==> src/rtl/alu3_pkg.sv <==
// Shared types for the 3-bit ALU slice word sequencer: operation codes,
// sequencer states and the slice control bundle.
package alu3_pkg;

    typedef enum logic [1:0] {
        OP_ADD = 2'b00,
        OP_SUB = 2'b01,
        OP_AND = 2'b10,
        OP_XOR = 2'b11
    } op_e;

    typedef enum logic [1:0] {
        S_IDLE  = 2'b00,
        S_DRIVE = 2'b01,
        S_RESP  = 2'b10
    } state_e;

    typedef struct packed {
        logic b_inv;
        logic op1;
        logic op0;
        logic x;
    } slice_ctrl_t;

    localparam slice_ctrl_t CTRL_OFF = 4'b0000;

    // SUB seeds the first digit with carry-in 1 to form the two's complement of B
    function automatic logic first_cin(input op_e op);
        return (op == OP_SUB) ? 1'b1 : 1'b0;
    endfunction

    function automatic logic is_arith(input op_e op);
        return ((op == OP_ADD) || (op == OP_SUB)) ? 1'b1 : 1'b0;
    endfunction

endpackage

==> src/rtl/alu3_op_decode.sv <==
// Combinational mapping from a sequencer operation to the slice control pins.
import alu3_pkg::*;

module alu3_op_decode (
    input  op_e         op,
    output slice_ctrl_t ctrl
);

    // Translate the operation code into slice control bits
    always_comb begin
        ctrl = CTRL_OFF;
        case (op)
            OP_ADD:  ctrl = '{b_inv: 1'b0, op1: 1'b0, op0: 1'b0, x: 1'b1};
            OP_SUB:  ctrl = '{b_inv: 1'b1, op1: 1'b0, op0: 1'b0, x: 1'b1};
            OP_AND:  ctrl = '{b_inv: 1'b0, op1: 1'b1, op0: 1'b0, x: 1'b1};
            OP_XOR:  ctrl = '{b_inv: 1'b0, op1: 1'b1, op0: 1'b1, x: 1'b1};
            default: ctrl = CTRL_OFF;
        endcase
    end

endmodule

==> src/rtl/alu3_word_sequencer.sv <==
// Runs WORDS-digit operations through a 3-bit ALU slice, LSB digit first, chaining carry.
// Optional macro ALU3_SEQ_OVF_EN adds the rsp_ovf_o signed-overflow output.
import alu3_pkg::*;

module alu3_word_sequencer #(
    parameter int WORDS         = 3,
    parameter int SETTLE_CYCLES = 2
) (
    input  logic                 clk,
    input  logic                 rst_n,
    input  logic                 cmd_valid_i,
    output logic                 cmd_ready_o,
    input  logic [1:0]           cmd_op_i,
    input  logic [3*WORDS-1:0]   cmd_a_i,
    input  logic [3*WORDS-1:0]   cmd_b_i,
    output logic                 rsp_valid_o,
    input  logic                 rsp_ready_i,
    output logic [3*WORDS-1:0]   rsp_result_o,
    output logic                 rsp_carry_o,
`ifdef ALU3_SEQ_OVF_EN
    output logic                 rsp_ovf_o,
`endif
    output logic [2:0]           alu_a_o,
    output logic [2:0]           alu_b_o,
    output logic                 alu_b_inv_o,
    output logic                 alu_cin_o,
    output logic                 alu_op1_o,
    output logic                 alu_op0_o,
    output logic                 alu_x_o,
    input  logic [2:0]           alu_result_i,
    input  logic                 alu_flag_i
);

    localparam int W   = 3 * WORDS;
    localparam int K_W = (WORDS > 1) ? $clog2(WORDS) : 1;
    localparam int S_W = (SETTLE_CYCLES > 1) ? $clog2(SETTLE_CYCLES) : 1;
    localparam logic [K_W-1:0] K_LAST     = K_W'(WORDS - 1);
    localparam logic [S_W-1:0] S_LAST     = S_W'(SETTLE_CYCLES - 1);
    localparam logic [W-1:0]   DIGIT_MASK = W'(3'b111);

    state_e          state_r,  state_nx_s;
    op_e             op_r,     op_nx_s;
    logic [W-1:0]    a_r,      a_nx_s;
    logic [W-1:0]    b_r,      b_nx_s;
    logic [W-1:0]    result_nx_s;
    logic            carry_r,  carry_nx_s;
    logic [K_W-1:0]  k_r,      k_nx_s;
    logic [S_W-1:0]  settle_r, settle_nx_s;
    logic [31:0]     cap_shift_s;
    logic [31:0]     drv_shift_s;
    logic [W-1:0]    a_sh_s;
    logic [W-1:0]    b_sh_s;
    slice_ctrl_t     ctrl_s;
    slice_ctrl_t     ctrl_nx_s;
    logic [2:0]      alu_a_nx_s;
    logic [2:0]      alu_b_nx_s;
    logic            alu_cin_nx_s;
    logic            rsp_carry_nx_s;
    logic            ovf_nx_s;

    assign cap_shift_s = 32'(k_r) * 32'd3;
    assign drv_shift_s = 32'(k_nx_s) * 32'd3;
    assign a_sh_s      = a_nx_s >> drv_shift_s;
    assign b_sh_s      = b_nx_s >> drv_shift_s;

    // Sequencer next-state: accept, per-digit settle/capture, response handshake
    always_comb begin
        state_nx_s  = state_r;
        op_nx_s     = op_r;
        a_nx_s      = a_r;
        b_nx_s      = b_r;
        k_nx_s      = k_r;
        settle_nx_s = settle_r;
        result_nx_s = rsp_result_o;
        carry_nx_s  = carry_r;
        case (state_r)
            S_IDLE: begin
                if (cmd_valid_i) begin
                    state_nx_s  = S_DRIVE;
                    op_nx_s     = op_e'(cmd_op_i);
                    a_nx_s      = cmd_a_i;
                    b_nx_s      = cmd_b_i;
                    k_nx_s      = '0;
                    settle_nx_s = '0;
                    result_nx_s = '0;
                    carry_nx_s  = 1'b0;
                end else begin
                    state_nx_s = S_IDLE;
                end
            end
            S_DRIVE: begin
                if (settle_r == S_LAST) begin
                    result_nx_s = (rsp_result_o & ~(DIGIT_MASK << cap_shift_s))
                                | (W'(alu_result_i) << cap_shift_s);
                    // Slice flag is carry XOR b_inv; undo the inversion to recover true carry
                    carry_nx_s  = alu_flag_i ^ alu_b_inv_o;
                    settle_nx_s = '0;
                    if (k_r == K_LAST) begin
                        state_nx_s = S_RESP;
                        k_nx_s     = '0;
                    end else begin
                        k_nx_s = k_r + K_W'(1);
                    end
                end else begin
                    settle_nx_s = settle_r + S_W'(1);
                end
            end
            S_RESP: begin
                if (rsp_ready_i) begin
                    state_nx_s = S_IDLE;
                end else begin
                    state_nx_s = S_RESP;
                end
            end
            default: state_nx_s = S_IDLE;
        endcase
    end

    alu3_op_decode u_decode (
        .op   (op_nx_s),
        .ctrl (ctrl_s)
    );

    // Next values of the registered slice pins and response flags
    always_comb begin
        alu_a_nx_s     = 3'b000;
        alu_b_nx_s     = 3'b000;
        alu_cin_nx_s   = 1'b0;
        ctrl_nx_s      = CTRL_OFF;
        rsp_carry_nx_s = 1'b0;
        ovf_nx_s       = 1'b0;
        if (state_nx_s == S_DRIVE) begin
            alu_a_nx_s = a_sh_s[2:0];
            alu_b_nx_s = b_sh_s[2:0];
            ctrl_nx_s  = ctrl_s;
            if (!is_arith(op_nx_s)) begin
                alu_cin_nx_s = 1'b0;
            end else if (k_nx_s == '0) begin
                alu_cin_nx_s = first_cin(op_nx_s);
            end else begin
                alu_cin_nx_s = carry_nx_s;
            end
        end else if ((state_nx_s == S_RESP) && is_arith(op_nx_s)) begin
            rsp_carry_nx_s = carry_nx_s;
            ovf_nx_s = (a_nx_s[W-1] == (b_nx_s[W-1] ^ first_cin(op_nx_s)))
                    && (result_nx_s[W-1] != a_nx_s[W-1]);
        end else begin
            rsp_carry_nx_s = 1'b0;
            ovf_nx_s       = 1'b0;
        end
    end

    // State, operand, result and output registers with synchronous active-low reset
    always_ff @(posedge clk) begin
        if (!rst_n) begin
            state_r      <= S_IDLE;
            op_r         <= OP_ADD;
            a_r          <= '0;
            b_r          <= '0;
            carry_r      <= 1'b0;
            k_r          <= '0;
            settle_r     <= '0;
            cmd_ready_o  <= 1'b1;
            rsp_valid_o  <= 1'b0;
            rsp_result_o <= '0;
            rsp_carry_o  <= 1'b0;
            alu_a_o      <= 3'b000;
            alu_b_o      <= 3'b000;
            alu_b_inv_o  <= 1'b0;
            alu_cin_o    <= 1'b0;
            alu_op1_o    <= 1'b0;
            alu_op0_o    <= 1'b0;
            alu_x_o      <= 1'b0;
        end else begin
            state_r      <= state_nx_s;
            op_r         <= op_nx_s;
            a_r          <= a_nx_s;
            b_r          <= b_nx_s;
            carry_r      <= carry_nx_s;
            k_r          <= k_nx_s;
            settle_r     <= settle_nx_s;
            cmd_ready_o  <= (state_nx_s == S_IDLE);
            rsp_valid_o  <= (state_nx_s == S_RESP);
            rsp_result_o <= result_nx_s;
            rsp_carry_o  <= rsp_carry_nx_s;
            alu_a_o      <= alu_a_nx_s;
            alu_b_o      <= alu_b_nx_s;
            alu_b_inv_o  <= ctrl_nx_s.b_inv;
            alu_cin_o    <= alu_cin_nx_s;
            alu_op1_o    <= ctrl_nx_s.op1;
            alu_op0_o    <= ctrl_nx_s.op0;
            alu_x_o      <= ctrl_nx_s.x;
        end
    end

`ifdef ALU3_SEQ_OVF_EN
    // Signed-overflow flag, presented alongside the response
    always_ff @(posedge clk) begin
        if (!rst_n) begin
            rsp_ovf_o <= 1'b0;
        end else begin
            rsp_ovf_o <= ovf_nx_s;
        end
    end
`else
    logic ovf_unused_s;
    assign ovf_unused_s = ovf_nx_s;
`endif

endmodule

==> config.mk <==
export PLATFORM = sky130hd
export DESIGN_NAME = alu3_word_sequencer
export DESIGN_NICKNAME = d
export VERILOG_FILES = /design/src/rtl/alu3_pkg.sv /design/src/rtl/alu3_op_decode.sv /design/src/rtl/alu3_word_sequencer.sv
export SDC_FILE = /design/constraint.sdc
export NUM_CORES = 1
export LEC_CHECK = 0
export ABC_CLOCK_PERIOD_IN_PS = 1900
export BUFFER_PORTS_ARGS = -buffer_cell sky130_fd_sc_hd__buf_2
export CORE_ASPECT_RATIO = 0.5
export CORE_MARGIN = 5
export CORE_UTILIZATION = 51
export CTS_CLUSTER_SIZE = 20
export DETAILED_ROUTE_END_ITERATION = 6
export MAX_ROUTING_LAYER = met4
export PLACE_DENSITY = 0.73
export SETUP_SLACK_MARGIN = 0.2
export SLEW_MARGIN = 30
export SYNTH_ARGS = -nofsm -noshare
export SYNTH_HDL_FRONTEND = slang
export SYNTH_HIERARCHICAL = 1
export SYNTH_SLANG_ARGS = --single-unit
==> constraint.sdc <==
create_clock -name clk -period 1.9 [get_ports clk]
set_input_delay 0.285 -clock clk [delete_from_list [all_inputs] [get_ports clk]]
set_output_delay 0.285 -clock clk [all_outputs]
set_load 0.05 [all_outputs]
Yosys cells after proc, flatten, opt, wreduce, memory -nomap -nowiden --
Cells that the tools add are included.
Word-level totals: flip-flop bits (word level) 49, latch bits 0, memory bits (writable) 0, bits in read-only memories 0, input port bits 28, output and inout port bits 23, word-level logic and storage cells 82, memories kept 0
Cells by class: $add $sub $neg 2, $mul 2, div/mod/pow operators 0, $lt $le $gt $ge 0, equal/unequal tests 10, shift operators 4, muxes and demuxes 28, bitwise logic cells 6, reductions and logical operators 12
Operators with widths (count):
- 9-bit 2-to-1 mux | 6
- 9-bit case mux with 2 select lines | 1
- 9-bit by 4-bit >> shifter with 3-bit output | 2
- 2-bit 2-to-1 mux | 8
- 4-bit case mux with 4 select lines | 1
- 2-bit equality test (second input constant) | 5
- 9-bit bitwise AND | 1
- 9-bit inverter | 1
- 9-bit bitwise OR | 1
- 3-bit by 4-bit << shifter with 9-bit output | 1
- 3-bit by 4-bit << shifter with 9-bit output (first input constant) | 1
- 2-bit logical NOT | 4
- 2-bit by 2-bit multiplier with 4-bit output (second input constant) | 2
- 1-bit 2-to-1 mux | 8
- 2-bit by 1-bit equality test with 1-bit output (second input constant) | 3
- 2-bit case mux with 3 select lines | 1
- 3-bit AND reduction | 2
- 2-bit inequality test (second input constant) | 2
- 1-bit case mux with 2 select lines | 2
- 2-bit case mux with 2 select lines | 1
- 2-bit AND reduction | 2
- 3-bit OR reduction | 1
- 2-bit by 1-bit adder with 2-bit output (second input constant) | 1
- 1-bit inverter | 2
- 5 further kinds | 5

Depth between registers and ports, before layout --
Gate-level depths: netlist (run 1).
depth after elaboration 8, mapped depth 8, mapped depth without buffers 6

Modules after synthesis --
The synthesis (run 1) kept the hierarchy.
Modules (own cells, without submodules):
- alu3_word_sequencer | times used 1, cells each 210, area each 1998.2 sq um, sequential area each 980.9 sq um
- alu3_op_decode | times used 1, cells each 5, area each 27.5 sq um, sequential area each 0.0 sq um

Worst setup path after synthesis (run 1) --
Ideal clock, no wire load.
kind register to register, start register state_r[0], end register alu_op0_o, library setup time 115 ps, data arrival time 1450 ps, data required time 1785 ps, slack 335 ps, cell stages (with the launch flop) 9, path through dfxtp_1 -> buf_4 -> nand2b_4 -> nor2_1 -> buf_4 -> mux2i_1 -> inv_2 -> and2_1 -> and2_1
RTL lines:
- start: declaration | RTL line alu3_word_sequencer.sv:41 | state_e state_r, state_nx_s;
- start signal: assignment | RTL line alu3_word_sequencer.sv:175 | state_r <= state_nx_s;
- end signal: assignment | RTL line alu3_word_sequencer.sv:191 | alu_op0_o <= ctrl_nx_s.op0;
- end: declaration | RTL line alu3_word_sequencer.sv:28 | output logic alu_op0_o,

Worst setup path after layout (run 1) --
start register k_r[1], end register alu_b_o[2]
On the way: longest elaborated chain between the ends 6, elaborated cells between the ends (all ways) 13, those cells by class 1 x add/sub; 1 x mul; 2 x eq/ne; 1 x shift; 7 x mux; 1 x reduce/logical
RTL lines:
- start: declaration | RTL line alu3_word_sequencer.sv:47 | logic [K_W-1:0] k_r, k_nx_s;
- start signal: assignment | RTL line alu3_word_sequencer.sv:180 | k_r <= k_nx_s;
- 2-bit by 1-bit adder with 2-bit output or 2-bit equality test (tied branches) | RTL line alu3_word_sequencer.sv:102, alu3_word_sequencer.sv:98
- 2-bit 2-to-1 mux | RTL line alu3_word_sequencer.sv:98 | if (k_r == K_LAST) begin
- 2-bit 2-to-1 mux | RTL line alu3_word_sequencer.sv:92 | if (settle_r == S_LAST) begin
- 2-bit case mux with 2 select lines or 2-bit case mux with 3 select lines (tied branches) | RTL line alu3_word_sequencer.sv:76 | case (state_r)
- 2-bit by 2-bit multiplier with 4-bit output or 2-bit by 1-bit equality test with 1-bit output (tied branches) | RTL line alu3_word_sequencer.sv:62, alu3_word_sequencer.sv:132
- 9-bit by 4-bit >> shifter with 3-bit output or 2-bit AND reduction (tied branches)
- end signal: assignment | RTL line alu3_word_sequencer.sv:187 | alu_b_o <= alu_b_nx_s;
- end: declaration | RTL line alu3_word_sequencer.sv:24 | output logic [2:0] alu_b_o,
Several ways; a longest one is shown, not always the timed one. A chain may end at the register's enable or synchronous reset.

==> reports/metrics.csv, run 1 <==
stage,metric,value,unit
clock_network,CTS sink cnt,49,
logic_synthesis,Syn Nets,243,
floorplanning,io pins,51,
critical_path,largest fanout on the critical path,9,
logic_synthesis,cell with the most instances after synthesis,dfxtp_1,
critical_path,R2R Setup Slk,0.31,ns
critical_path,CP Capture Point,alu_b_o[2],
critical_path,crit path launch,k_r[1],
detailed_routing,drt pass-1 iters,4,
clock_network,CTS tree,yes,
floorplanning,CORE AREA,3860,um^2
floorplanning,die area,5410,um^2
run_status,status,completed,
logic_synthesis,Synth Cell Area,2030,um^2
grt,initial antenna violation count,0,
critical_path,Reg2Reg Capture Point,alu_b_o[2],
grt,number of global-route vias before repair,1638,
detailed_routing,Vias,1613,
clock_network,clock tree buffer depth,2,
power,Clk pwr share,35.6,%
power,NetSw,531,uW
grt,Overflow after GRT,0,
critical_path,Critical Path RT,2.14,ns
logic_synthesis,YS warnings,6,
critical_path,Arrival @ worst endpoint,1.83,ns
timing,Max Slew Vio Count,0,
finish,Area Growth Syn to Fin,20.5,%
critical_path,crit path capture type,flop,
clock_network,clock-pin slew on the worst setup and hold paths,0.10,ns
power,Leakage,0.00101,uW
timing,Final Cycle Share,83.7,%
floorplanning,Initial Util,52.4,%
critical_path,Crit Path Class,flop to flop,
critical_path,type of origin of the critical path,flop,
clock_network,total CTS buffers,5,
floorplanning,Std-Cell Rows,16,
placement,HPWL Detailed,3.28,mm
placement,IO buf count,50,
logic_synthesis,"Top FF cell, synth",dfxtp_1,
detailed_routing,DRC viols,0,
power,VDD IR-drop max,436,uV
power,Pint,1570,uW
timing,crit path time final,1.59,ns
min_path,Hold Path Class,input port to flop,
logic_synthesis,sequential share of the synthesized area,48.4,%
logic_synthesis,Post-synth EDFFs,0,
detailed_routing,Post-Route WL,4.39,mm
grt,GRT Total Usage,18.0,%
timing,Hold Fails Final Rpt,0,
power,Switching Share,25.3,%
clock_network,H-tree depth,2,
timing,Fmax,629,MHz
detailed_routing,Vias per Instance,5.06,
logic_synthesis,Syn Inst Count,215,
timing,Fin Clk Skew,0.0105,ns
finish,layout cells sized above 1,28.3,%
timing,Setup TNS,0,ns
critical_path,R2R cell count,5,
run,Max Cap Viol,0,
finish,ant diodes,0,
logic_synthesis,"FFs w/ async S/R, synth",0,%
logic_synthesis,"Distinct cells, synth",38,
logic_synthesis,Synth area leader,dfxtp_1,
logic_synthesis,Post-synth top cells,"dfxtp_1, nand2_1, mux2i_1",
timing,Hold WS,0.214,ns
detailed_routing,DR WL/cell,13.8,um
timing,unrepaired setup endpoints after global routing,false,
logic_synthesis,post-synth top area share,48.4,%
logic_synthesis,Area contributors post-synth,"dfxtp_1, mux2i_1, nand2_1",
logic_synthesis,flop and latch count out of synthesis,49,
placement,Final Wtd Congestion,0.773,
finish,Fillers,354,
detailed_routing,drt first-iter violations,19,
clock_network,Clock Latency Late Sink,0.30,ns
floorplanning,Die X,99.1,um
grt,largest net degree at the start of global routing,19,
floorplanning,Die H,54.6,um
logic_synthesis,"Avg Cell Area, Syn",9.42,um^2
timing,final setup fails,0,
power,Cell Pwr Density,859,nW/um^2
critical_path,r2r startpoint,k_r[1],
power,Flop pwr share,52.1,%
grt,first-pass GRT wire length,7.40,mm
detailed_routing,Routed Antenna Nets,0,
clock_network,Clock Tree Root,clkbuf_8,
finish,fin nets,292,
power,Logic pwr share,12.3,%
==> layout by cell type (no fill, tap or decap), drive strengths merged, types with 2 or more instances in the layout <==
master	netlist	final
buf	8	55
dfxtp	49	49
nand2	38	38
mux2i	19	19
a21boi	19	19
nor2b	13	13
o21ai	9	9
nand3	8	8
nor2	8	8
and2	6	6
o22a	6	6
clkbuf	5	5
nand2b	3	3
nand3b	2	2
nor3b	2	2
o21a	2	2
or3	2	2
inv	2	2
==> timing repair <==
| item | in CTS | in global routing |
|---|---|---|
| setup buffers | 0 | 0 |
| setup endpoints to repair | 5 | 13 |
| cloned | 0 | 0 |
| gates resized for setup | 1 | 6 |
| hold buffers | 0 | 0 |
==> area by class of cell <==
type / count / area [um^2] / area share [%]
Sequential cell: 49 / 986 / 40.4
Timing Repair Buffer: 55 / 292 / 11.9
Clock buffer: 5 / 68.8 / 2.82
Inverter: 2 / 7.51 / 0.308
Clock inverter: 3 / 46.3 / 1.90
Multi-Input combinational cell: 151 / 973 / 39.9
Tap cell: 54 / 67.6 / 2.77
==> logic make-up (layout without fill, tap and decap cells) <==
| logic type | count (synthesis) | in the layout | share of synthesized area, % |
|---|---|---|---|
| AO/OA/AOI/OAI | 41 | 41 | 14.6 |
| XOR/XNOR | 1 | 1 | 0.432 |
| buffers and inverters | 15 | 65 | 3.77 |
| flip-flops | 49 | 49 | 48.4 |
| multiplexers | 19 | 19 | 9.39 |
| other | 1 | 1 | 0.185 |
| AND/OR/NAND/NOR | 89 | 89 | 23.2 |
==> metal layers <==
metal  vias up  part of all wire, %  track usage, %
li1        820                    -               -
met1       747                   45            20.4
met2        41                   49            32.4
met3         5                  5.5            5.47
met4         0                 0.77            4.08
met5         -                    0               -
==> how the worst min path moves through the flow <==
stage / from / to / depth (start not counted)
2_1_floorplan: cmd_a_i[3] / a_r[3] / 2
3_3_place_gp: b_r[2] / b_r[2] / 2
3_5_place_dp: b_r[0] / b_r[0] / 2
4_1_cts: cmd_a_i[4] / a_r[4] / 3
5_1_grt: cmd_a_i[4] / a_r[4] / 3
6_report: cmd_a_i[4] / a_r[4] / 3
==> worst max-delay path, stage by stage, from the launching register on <==
cell,delay (ns)
dfxtp_1,0.46
nand4bb_2,0.19
nand3_1,0.09
a211o_1,0.42
nand2b_4,0.22
o21ai_1,0.14
==> flip-flops by register name (all words and copies together), names as in the netlist <==
| register | count |
|---|---|
| settle_r | 1 |
| k_r | 2 |
| rsp_carry_o | 1 |
| a_r | 9 |
| op_r | 2 |
| b_r | 9 |
| alu_op0_o | 1 |
| carry_r | 1 |
| alu_b_inv_o | 1 |
| alu_cin_o | 1 |
| rsp_result_o | 9 |
| rsp_valid_o | 1 |
| alu_op1_o | 1 |
| alu_b_o | 3 |
| alu_a_o | 3 |
| state_r | 2 |
| alu_x_o | 1 |
| cmd_ready_o | 1 |
==> through the flow <==
stage / worst slack [ns] / instances / area [um^2] / util (%) / power [uW]
floorplan: 0.335 / 215 / 2030 / - / 1300
finish: 0.310 / 319 / 2440 / 63.2 / 2100
global placement: 0.239 / 311 / 2310 / 59.8 / 1370
detailed placement: 0.171 / 311 / 2310 / 59.8 / 1370
CTS: 0.224 / 319 / 2430 / 62.9 / 2120
global route: 0.205 / 319 / 2440 / 63.2 / 2200
==> power groups by stage <==
stage	clock [uW]	sequential, uW	combinational [uW]
2_1_floorplan	0	1150	142
3_3_place_gp	0	1110	254
3_5_place_dp	0	1120	258
4_1_cts	766	1090	260
5_1_grt	817	1100	282
6_report	747	1090	258
Note: power is estimated with default switching activity, not from simulation.
==> run 2: changes to the inputs <==
--- a/config.mk
+++ b/config.mk
@@ -5,7 +5,7 @@
 export SDC_FILE = /design/constraint.sdc
 export NUM_CORES = 1
 export LEC_CHECK = 0
-export ABC_CLOCK_PERIOD_IN_PS = 1900
+export ABC_CLOCK_PERIOD_IN_PS = 1500
 export BUFFER_PORTS_ARGS = -buffer_cell sky130_fd_sc_hd__buf_2
 export CORE_ASPECT_RATIO = 0.5
 export CORE_MARGIN = 5
==> constraint.sdc (replaced) <==
create_clock -name clk -period 1.5 [get_ports clk]
set_input_delay 0.225 -clock clk [delete_from_list [all_inputs] [get_ports clk]]
set_output_delay 0.225 -clock clk [all_outputs]
set_load 0.05 [all_outputs]
==> reports/metrics.csv, run 2 (same netlist as run 1, synthesis figures left out) <==
stage,metric,value,unit,change
clock_network,Clock Latency Late Sink,0.30,ns,about the same
critical_path,worst-path cell chain,buf_6 -> nor4b_4 -> o21ai_2 -> nand2_4 -> mux2i_1 -> o21ai_1,,was nand4bb_2 -> nand3_1 -> a211o_1 -> nand2b_4 -> o21ai_1
placement,Area after DPL,2450,um^2,was 2310 um^2
floorplanning,io pins,51,,unchanged
detailed_routing,drt first-iter violations,81,,was 19
timing,Hold WS,0.145,ns,was 0.214 ns
critical_path,type of origin of the critical path,flop,,unchanged
finish,final std cells w/o fill,346,,was 319
timing,crit path time final,1.55,ns,was 1.59 ns
critical_path,largest fanout on the critical path,7,,was 9
min_path,Hold Path Class,input port to flop,,unchanged
clock_network,CTS tree,yes,,unchanged
detailed_routing,drt pass-1 iters,4,,unchanged
power,NetSw,770,uW,was 531 uW
critical_path,Arrival @ worst endpoint,1.75,ns,was 1.83 ns
power,Leakage,0.00128,uW,was 0.00101 uW
finish,Area Growth Syn to Fin,53.2,%,was 20.5%
power,Cell Pwr Density,927,nW/um^2,was 859 nW/um^2
floorplanning,Initial Util,52.4,%,unchanged
power,Pint,2110,uW,was 1570 uW
power,Switching Share,26.8,%,was 25.3%
critical_path,crit path capture type,flop,,unchanged
grt,initial antenna violation count,0,,unchanged
timing,Hold Fails Final Rpt,0,,unchanged
floorplanning,Die H,54.6,um,unchanged
power,Logic pwr share,19.7,%,was 12.3%
run_status,status,"complete, but fails checks",,was completed
critical_path,Crit Path Class,flop to flop,,unchanged
floorplanning,CORE AREA,3860,um^2,unchanged
critical_path,r2r startpoint,state_r[1],,was k_r[1]
timing,Setup TNS,-0.107,ns,was 0 ns
critical_path,crit path max-delay cell type,dfxtp_4,,was dfxtp_1
placement,Final Wtd Congestion,0.826,,was 0.773
timing,Max Slew Vio Count,0,,unchanged
run_status,violated checks,negative setup slack,,
finish,"Design Area, Final",3100,um^2,was 2440 um^2
finish,layout cells sized above 1,51.0,%,was 28.3%
timing,final setup fails,4,,was 0
critical_path,crit path launch,state_r[1],,was k_r[1]
timing,Fin Clk Skew,0.00897,ns,was 0.0105 ns
detailed_routing,Vias per Instance,5.51,,was 5.06
floorplanning,die area,5410,um^2,unchanged
detailed_routing,Vias,1905,,"was 1,613"
timing,Fmax,644,MHz,was 629 MHz
finish,largest registers,"a_r (9), b_r (9), rsp_result_o (9)",,unchanged
clock_network,hold_buf cts,0,,unchanged
detailed_routing,DR WL/cell,18.1,um,was 13.8 um
clock_network,H-tree depth,2,,unchanged
clock_network,total CTS buffers,5,,unchanged
grt,largest net degree at the start of global routing,35,,was 19
placement,Cell Count Post-Placement,320,,was 311
timing,Final Cycle Share,103,%,was 83.7%
timing,unrepaired setup endpoints after global routing,true,,was false
power,Flop pwr share,48.2,%,was 52.1%
power,Clk pwr share,32.1,%,was 35.6%
grt,number of global-route vias before repair,1764,,"was 1,638"
clock_network,CTS sink cnt,49,,unchanged
floorplanning,Die X,99.1,um,unchanged
critical_path,crit-path leading delay family,simple AND/OR/NAND/NOR gates,,was compound AO/OA/AOI/OAI gates
clock_network,clock-pin slew on the worst setup and hold paths,0.09,ns,was 0.10 ns
critical_path,"slowest stage delay, CP",0.37,ns,was 0.46 ns
critical_path,CP Buf/Inv Count,1,,was 0
finish,most frequent cells in the layout,"buf_2, dfxtp_1, nand2_1",,unchanged
placement,HPWL Detailed,3.24,mm,was 3.28 mm
placement,IO buf count,50,,unchanged
detailed_routing,DRC viols,0,,unchanged
grt,Overflow after GRT,0,,unchanged
clock_network,clock tree buffer depth,2,,unchanged
grt,GRT Total Usage,21.3,%,was 18.0%
detailed_routing,Routed Antenna Nets,0,,unchanged
finish,"most common cell after layout, fill and taps aside",buf_2,,unchanged
clock_network,Clock Tree Root,clkbuf_8,,unchanged
detailed_routing,Post-Route WL,6.26,mm,was 4.39 mm
critical_path,Critical Path RT,1.70,ns,was 2.14 ns
timing,setup ws final,-0.0522,ns,was 0.310 ns
finish,ant diodes,0,,unchanged
power,VDD IR-drop max,622,uV,was 436 uV
run,Max Cap Viol,0,,unchanged
floorplanning,Std-Cell Rows,16,,unchanged
grt,first-pass GRT wire length,8.42,mm,was 7.40 mm
finish,fin nets,320,,was 292
min_path,hold_sp,cmd_a_i[5],,was cmd_a_i[4]
run 2: area by class of cell:
class | instances | area [um^2]
Multi-Input combinational cell | 151 | 1310
Sequential cell | 49 | 1000
Fill cell | 225 | 759
Timing Repair Buffer | 83 | 619
Clock buffer | 5 | 68.8
Tap cell | 54 | 67.6
Clock inverter | 2 | 35.0
Inverter | 2 | 7.51
run 2: power by group through the flow:
stage               clock (uW)  sequential, uW  combinational [uW]
floorplan                    0            1460                 196
global placement             0            1410                 360
detailed placement           0            1410                 367
CTS                        919            1380                 465
global route               987            1390                 597
finish                     924            1390                 568
run 2: metrics by stage:
step           worst slack (ns)  power [uW]  util (%)
3_3_place_gp            0.00102        1770      63.4
6_report                -0.0522        2880      80.3
4_1_cts                  0.0485        2770      72.8
3_5_place_dp            -0.0685        1780      63.4
2_1_floorplan            0.0235        1660         -
5_1_grt                 -0.0788        2980      80.3
run 2: final timing paths:
| path | endpoint | slack [ns] | cells after the start |
|---|---|---|---|
| max | alu_b_o[0] | -0.05 | 6 |
| min | a_r[5] | 0.15 | 3 |
| max reg2reg | alu_b_o[0] | -0.05 | 6 |
| min reg2reg | a_r[4] | 0.46 | 2 |
run 2: tightest hold or removal path, delay by kind of cell:
family | cells | cell delay (ns)
simple gates | 1 | 0.04
buf+inv | 1 | 0.10
compound gates | 1 | 0.04
run 2: timing repair:
item | CTS | global route
resized for setup | 36 | 58
pin swaps | 8 | 19
cloned | 1 | 1
setup endpoints to repair | 38 | 44
setup buffers | 11 | 6
run 2: per-layer routing:
metal | GRT usage, % | share of wire [%]
met5 | - | 0
met1 | 23.8 | 40
met4 | 7.71 | 3.9
met3 | 5.09 | 6.6
met2 | 38.7 | 50
